## src/rtl/rca_pkg.sv

```systemverilog
// Shared types and constants for the sequential ripple-carry adder controller.
package rca_pkg;

    typedef enum logic [1:0] {
        IDLE,
        RUN,
        DONE
    } rca_state_e;

    localparam int unsigned SLICE_DEFAULT = 4;

endpackage

```

## src/rtl/full_adder.sv

```systemverilog
// Single-bit full adder cell.
module full_adder (
    input  logic a_i,
    input  logic b_i,
    input  logic c_i,
    output logic s_o,
    output logic c_o
);

    assign s_o = a_i ^ b_i ^ c_i;
    assign c_o = (a_i & b_i) | (c_i & (a_i ^ b_i));

endmodule

```

## src/rtl/rca_slice.sv

```systemverilog
// Slice-wide ripple-carry adder built from full_adder cells.
module rca_slice #(
    parameter int unsigned SliceW = 4
) (
    input  logic [SliceW-1:0] a_i,
    input  logic [SliceW-1:0] b_i,
    input  logic              c_i,
    output logic [SliceW-1:0] s_o,
    output logic              c_o,
    output logic              c_msb_o
);

    logic [SliceW:0] carry;

    assign carry[0] = c_i;

    for (genvar i = 0; i < SliceW; i++) begin : g_bit
        full_adder u_fa (
            .a_i (a_i[i]),
            .b_i (b_i[i]),
            .c_i (carry[i]),
            .s_o (s_o[i]),
            .c_o (carry[i+1])
        );
    end

    assign c_o     = carry[SliceW];
    // Carry into the top bit; XOR with c_o gives signed overflow.
    assign c_msb_o = carry[SliceW-1];

endmodule

```

## src/rtl/rca_seq_ctrl.sv

```systemverilog
// Sequential adder: one shared rca_slice processes WIDTH/SLICE slices, LSB first.
// Define RCA_SUB_EN to add the sub port (a-b via inverted B and carry-in of 1).
module rca_seq_ctrl
    import rca_pkg::*;
#(
    parameter int unsigned WIDTH = 16,
    parameter int unsigned SLICE = SLICE_DEFAULT
) (
    input  logic             clk,
    input  logic             rst,
    input  logic             in_valid,
    output logic             in_ready,
    input  logic [WIDTH-1:0] a,
    input  logic [WIDTH-1:0] b,
    input  logic             carry_in,
`ifdef RCA_SUB_EN
    input  logic             sub,
`endif
    output logic             out_valid,
    input  logic             out_ready,
    output logic [WIDTH-1:0] sum,
    output logic             carry_out,
    output logic             ovf,
    output logic             busy
);

    localparam int unsigned NSlices = WIDTH / SLICE;
    localparam int unsigned IdxW    = (NSlices > 1) ? $clog2(NSlices) : 1;
    localparam logic [IdxW-1:0] LastIdx = IdxW'(NSlices - 1);

    if (SLICE == 0 || (WIDTH % SLICE) != 0) begin : g_bad_cfg
        $error("rca_seq_ctrl: WIDTH must be a non-zero multiple of SLICE");
    end

    rca_state_e       state_q, state_d;
    logic [IdxW-1:0]  idx_q, idx_d;
    logic [WIDTH-1:0] a_q, a_d, b_q, b_d, sum_q, sum_d;
    logic             carry_q, carry_d, cout_q, cout_d, ovf_q, ovf_d;

    logic [WIDTH-1:0] b_eff;
    logic             cin_eff;

`ifdef RCA_SUB_EN
    assign b_eff   = sub ? ~b : b;
    assign cin_eff = sub ? 1'b1 : carry_in;
`else
    assign b_eff   = b;
    assign cin_eff = carry_in;
`endif

    logic [SLICE-1:0] slice_a, slice_b, slice_s;
    logic             slice_c, slice_c_msb;

    assign slice_a = a_q[idx_q*SLICE +: SLICE];
    assign slice_b = b_q[idx_q*SLICE +: SLICE];

    rca_slice #(
        .SliceW (SLICE)
    ) u_slice (
        .a_i     (slice_a),
        .b_i     (slice_b),
        .c_i     (carry_q),
        .s_o     (slice_s),
        .c_o     (slice_c),
        .c_msb_o (slice_c_msb)
    );

    always_comb begin
        state_d = state_q;
        idx_d   = idx_q;
        a_d     = a_q;
        b_d     = b_q;
        carry_d = carry_q;
        sum_d   = sum_q;
        cout_d  = cout_q;
        ovf_d   = ovf_q;
        unique case (state_q)
            IDLE: begin
                if (in_valid) begin
                    a_d     = a;
                    b_d     = b_eff;
                    carry_d = cin_eff;
                    idx_d   = '0;
                    sum_d   = '0;
                    state_d = RUN;
                end
            end
            RUN: begin
                sum_d[idx_q*SLICE +: SLICE] = slice_s;
                carry_d = slice_c;
                idx_d   = idx_q + 1'b1;
                if (idx_q == LastIdx) begin
                    cout_d  = slice_c;
                    ovf_d   = slice_c_msb ^ slice_c;
                    idx_d   = '0;
                    state_d = DONE;
                end
            end
            DONE: begin
                if (out_ready) begin
                    state_d = IDLE;
                end
            end
            default: state_d = IDLE;
        endcase
    end

    always_ff @(posedge clk) begin
        if (rst) begin
            state_q <= IDLE;
            idx_q   <= '0;
            a_q     <= '0;
            b_q     <= '0;
            carry_q <= 1'b0;
            sum_q   <= '0;
            cout_q  <= 1'b0;
            ovf_q   <= 1'b0;
        end else begin
            state_q <= state_d;
            idx_q   <= idx_d;
            a_q     <= a_d;
            b_q     <= b_d;
            carry_q <= carry_d;
            sum_q   <= sum_d;
            cout_q  <= cout_d;
            ovf_q   <= ovf_d;
        end
    end

    assign in_ready  = (state_q == IDLE);
    assign out_valid = (state_q == DONE);
    assign busy      = (state_q != IDLE);
    assign sum       = sum_q;
    assign carry_out = cout_q;
    assign ovf       = ovf_q;

endmodule

```

## config.mk

```make
export PLATFORM = sky130hd
export DESIGN_NAME = rca_seq_ctrl
export DESIGN_NICKNAME = d
export VERILOG_FILES = /design/src/rtl/rca_pkg.sv /design/src/rtl/full_adder.sv /design/src/rtl/rca_slice.sv /design/src/rtl/rca_seq_ctrl.sv
export SDC_FILE = /design/constraint.sdc
export NUM_CORES = 1
export LEC_CHECK = 0
export BUFFER_PORTS_ARGS = -buffer_cell sky130_fd_sc_hd__clkbuf_2
export CORE_MARGIN = 3
export CORE_UTILIZATION = 57
export DETAILED_ROUTE_END_ITERATION = 8
export GPL_TIMING_DRIVEN = 0
export PLACE_DENSITY = 0.84
export SYNTH_ARGS = -nofsm -noshare
export SYNTH_HDL_FRONTEND = slang
export SYNTH_SLANG_ARGS = --single-unit
```

## constraint.sdc

```tcl
create_clock -name clk -period 6.4 [get_ports clk]
set_clock_uncertainty 0.1 [all_clocks]
set_input_delay 0.96 -clock clk [delete_from_list [all_inputs] [get_ports clk]]
set_output_delay 0.96 -clock clk [all_outputs]
set_load 0.1 [all_outputs]
```

== Word-level counts from Yosys, hierarchy flattened ==
Cells that the tools add are included.
Widths: inputs -> output; s select.
Storage, ports and cells
  memories kept: 0
  bits in writable memories: 0
  output and inout port bits: 21
  bits in registers: 55
  latch bits: 0
  memory bits (read-only): 0
Cells by class
  reduce and logical (&&, ||, !) cells: 7
  add/subtract/negate cells: 2
  equality and inequality tests: 6
  mux-type cells: 12
  divide/modulo/power cells: 0
  shift-type cells: 4
  $mul: 0
  bitwise logic cells: 21
  $lt $le $gt $ge: 0
Operator list (number)
  $neg 4->34: 1
  $shift 4x34->16 const A: 1
  $shiftx 4x34->16: 1
  $pmux 16 s2: 1
  $shiftx 16x5->4: 2
  $bwmux 16: 1
  $mux 16: 1
  $mux 2: 5
  $xor 1x1->1: 9
  $and 1x1->1: 8
  $pmux 2 s3: 1
  $reduce_and 2->1: 3
  $eq 2x2->1 const B: 2
  $ne 2x2->1 const B: 2
  $or 1x1->1: 4
  $pmux 2 s2: 1
  $reduce_bool 2->1: 2
  $reduce_and 3->1: 1
  $add 2x1->2 const B: 1
  $eq 2x1->1 const B: 1
  $logic_not 2->1: 1
  $ne 2x1->1 const B: 1
  $pmux 1 s2: 1
  $mux 1: 1

== Longest topological paths before layout ==
  depth after elaboration: 12
  gate-level depth with buffers: 13
  mapped depth without buffers: 12

== By module ==
From an unflattened synthesis, not the netlist that was laid out.
Unflattened totals
  cells, all modules: 248
  area, all modules: 2398.6 sq um
By module, submodules not included
  rca_seq_ctrl: times used 1, cells each 244, area each 2318.5 sq um
  full_adder: times used 4, cells each 1, area each 20.0 sq um

== Worst setup path after synthesis ==
Ideal clock, no wire load.
  path type: reg2out
  start: register state_q[1]
  end: output in_ready
  path buffers: 1
  stages on the path, launching flop included: 5
  path slack: 3.271 ns
  required time: 5.340 ns
  data arrival time: 2.069 ns
  path through: dfxtp_1 buf_2 inv_1 nand2_1 inv_1
Between the ends
  longest elaborated chain between the ends: 1
Ends and longest elaborated chain
  start, declared: RTL line rca_seq_ctrl.sv:35  | rca_state_e state_q, state_d;
  start signal, assigned: RTL line rca_seq_ctrl.sv:119  | state_q <= state_d;
  $logic_not 2->1: RTL line rca_seq_ctrl.sv:130  | assign in_ready = (state_q == IDLE);
  end, declared: RTL line rca_seq_ctrl.sv:12  | output logic in_ready,
Every way passes these cells.

== Final worst setup path ==
  start: register idx_q[0]
  end: register sum_q[15] (netlist: sum[15])
Between the ends
  longest elaborated chain between the ends: 12
  elaborated cells between the ends (all ways): 24
  those cells by class: add/sub (1); shift (4); mux (2); bitwise (17)
Ends and longest elaborated chain
  start, declared: RTL line rca_seq_ctrl.sv:36  | logic [IdxW-1:0] idx_q, idx_d;
  start signal, assigned: RTL line rca_seq_ctrl.sv:120  | idx_q <= idx_d;
  $shiftx 16x5->4, on equally long branches: RTL line rca_seq_ctrl.sv:54, rca_seq_ctrl.sv:55
  $xor 1x1->1: RTL line full_adder.sv:10, full_adder.sv:11
  $and 1x1->1: RTL line full_adder.sv:11  | assign c_o = (a_i & b_i) | (c_i & (a_i ^ b_i));
  $or 1x1->1: RTL line full_adder.sv:11
  $and 1x1->1: RTL line full_adder.sv:11
  $or 1x1->1: RTL line full_adder.sv:11
  $and 1x1->1: RTL line full_adder.sv:11
  $or 1x1->1: RTL line full_adder.sv:11
  $xor 1x1->1: RTL line full_adder.sv:10  | assign s_o = a_i ^ b_i ^ c_i;
  $shiftx 4x34->16: RTL line rca_seq_ctrl.sv:89  | sum_d[idx_q*SLICE +: SLICE] = slice_s;
  $bwmux 16 *: RTL line rca_seq_ctrl.sv:89
  $pmux 16 s2 *: RTL line rca_seq_ctrl.sv:77  | unique case (state_q)
  end signal, assigned: RTL line rca_seq_ctrl.sv:124  | sum_q <= sum_d;
  end, declared: RTL line rca_seq_ctrl.sv:37  | logic [WIDTH-1:0] a_q, a_d, b_q, b_d, sum_q, sum_d;
Every way passes the cells marked *; elsewhere a longest branch is shown, timed or not.
A chain may end at the register's enable or synchronous reset.

==> metrics <==
gpl congestion=about 0.84; Worst EP arrival=about 3.4 ns; Crit Path Max Fanout=10; multi-input logic area=roughly 1200 sq um; gr usage total=a little under a quarter; I/O pin count=58; Pwr Total=696 uW; drt via density=between 5 and 6; worst min path class=register to register; Filler cells=326; minimum clock period=3.24 ns; final hold slack=roughly 0.36 ns; P_sw=192 uW; worst slew pin tran=0.557 ns; total grt overflow=0; Synth Flop Type=dfxtp_1; Port Buffer Count=56; CTS tree=built; Critical Path Start Type=register; asr flop ratio synth=0%; synthesized area per cell=between 9 and 10 sq um; Vias=2032; status=completed; Syn Inst Count=258; hold path start=b_q[0]$_SDFFE_PP0P_; Post-Synthesis Cell Area=2490 sq um; global-route wire length before repair=9180 um; Clk pwr share=30.1%; RSZ-0062 raised after global routing=no; Pleak=1.27 nW; CTS Hold Bufs=0; total clock sinks=55; share of cells above drive strength 1=30.1%; area delta synth->final=18.0%; Die ar.=5190 sq um; Seq/Total Area, Yosys=44.3%; post-CTS resize count=0; Peak VDD IR=0.150 mV; Fin. Hold Viols=0; drt pass-1 iters=4; max-slew headroom at the worst pin=62.8%; area leader, netlist=dfxtp_1; fin crit share=50.6%; initial antenna violation count=0; crit end category=register; clk root buf=clkbuf_8; Peak Freq=0.309 GHz; switching part of the total=27.5%; pin count of the biggest net entering global routing=17; crit path from=idx_q[0]$_SDFFE_PP0P_; final setup fails=0; initial DRC count=between 100 and 150; Mapped Nets=303; DP HPWL=~4100 um; Synth top area share=44.3%; Pint=about 500 uW; # diodes=0; pwr/cell area=237 nW/um^2; routed wire length=5510 um; Crit Path Class=register to register; core area=~4100 sq um; Worst-path clk slew=roughly 0.090 ns; #FFs+latches synth=55; register area=1100 sq um; CTS H-tree depth=2; critical register-to-register path startpoint=idx_q[0]$_SDFFE_PP0P_; final setup TNS=0 ns; Die Y=72.0 um; final-stage net count=366; Initial Util=60.4%; sequential power share=a little over half; Remaining DRCs=0; vias in the first global route=between 2000 and 2500; max cap viols=0; Post-synth EDFFs=0; CTS Buf Count=5; top post-synthesis cells by area=dfxtp_1 44%, nand2_1 9.8%, mux4_2 7.2%; Std-Cell Rows=23; CTS max path bufs=2; Die X=slightly above 70 um; Slew Limit Fails=0; number of unique standard cell types used by synthesis=33; combinational share of power=17.3%; Worst-Skew Late Latency=0.31 ns; average wire per standard cell=14.8 um; CP required=6.56 ns; antenna-violating nets left=0; postcts setup bufs=0; Yosys Warn Count=0
[cell type report]
class | instances | share of cell area (%)
multi-input cells | 172 | 40.7
flip-flops and latches | 55 | 37.5
repair buffers | 56 | 9.56
plain buffers | 18 | 4.91
clock buffers | 7 | 3.28
well taps | 50 | 2.13
inverters | 13 | 1.66
clock inverters | 1 | 0.256
[cells in the final DEF (no fill, tap or decap), drive strengths merged, types with 4 or more instances in the layout]
cell,netlist,routed
dfxtp,55,55
nor3b,4,4
inv,13,13
a22o,16,16
nor2,7,7
a21oi,39,39
mux2,4,4
fa,4,4
clkbuf,2,65
nor2b,4,4
ha,4,4
nand2,65,65
mux4,8,8
buf,16,16
[final timing paths]
kind	slack, ns	cells after the start	endpoint
max	3.16	9	sum[15]$_SDFFE_PP0P_
min	0.36	2	b_q[0]$_SDFFE_PP0P_
max reg2reg	3.16	9	sum[15]$_SDFFE_PP0P_
min reg2reg	0.36	2	b_q[0]$_SDFFE_PP0P_
[synth_stat cells (2+ instances only)]
master / number
a22o_1: 16
buf_6: 9
buf_1: 2
nor3b_1: 2
a21oi_1: 35
nor2b_1: 4
buf_2: 4
a21oi_2: 4
fa_1: 4
mux2_2: 4
nor2_1: 7
inv_1: 13
clkbuf_1: 2
mux2i_1: 2
ha_1: 4
mux4_2: 8
dfxtp_1: 55
and4_1: 2
nand2_1: 65
nor3b_4: 2
nor3_1: 2
[stage by stage]
step / cell area (sq um) / worst slack (ns) / instances / utilization, %
after global routing: 2930 / 3.00 / 372 / 71.3
final: 2930 / 3.16 / 372 / 71.3
after CTS: 2930 / 3.13 / 372 / 71.3
after floorplan: 2490 / 3.27 / 258 / -
after detailed placement: 2830 / 3.17 / 364 / 68.7
after global placement: 2830 / 3.22 / 364 / 68.7
[per-layer routing]
metal | wire, um | share of wire (%) | GRT usage, %
met5 | 0 | 0 | 0
met4 | 89 | 1.6 | 8.77
met3 | 289 | 5.2 | 6.51
met2 | 2860 | 52 | 41.1
met1 | 2260 | 41 | 25.9
[flip-flops by register name, indices dropped and copies added, names as in the netlist]
register	flops
a_q	16
b_q	16
sum	16
idx_q	2
state_q	2
carry_out	1
carry_q	1
ovf	1
[worst max-delay path, stage by stage, from the launching register on]
cell and delay (ns):
dfxtp_1 0.54, buf_6 0.22, mux4_2 0.55, fa_1 0.42, inv_1 0.08, fa_1 0.22, inv_1 0.07, fa_1 0.47
nor2b_1 0.32, a22o_1 0.19
[power groups by stage]
stage / clock [mW] / combinational (mW) / sequential (mW)
finish: 0.210 / 0.121 / 0.366
global route: 0.228 / 0.132 / 0.368
CTS: 0.214 / 0.121 / 0.366
detailed placement: 0 / 0.120 / 0.374
global placement: 0 / 0.118 / 0.373
floorplan: 0 / 0.0822 / 0.379
[cells by family after synthesis]
group | synth area share, %
and+or+nand+nor | 16.8
DFF | 44.3
buffers and inverters | 7.75
AOI/OAI and AO/OA | 15.7
adders and majority gates | 5.23
xor gates and xnor gates | 0.352
muxes | 9.86
(Power assumes the default switching activity.)
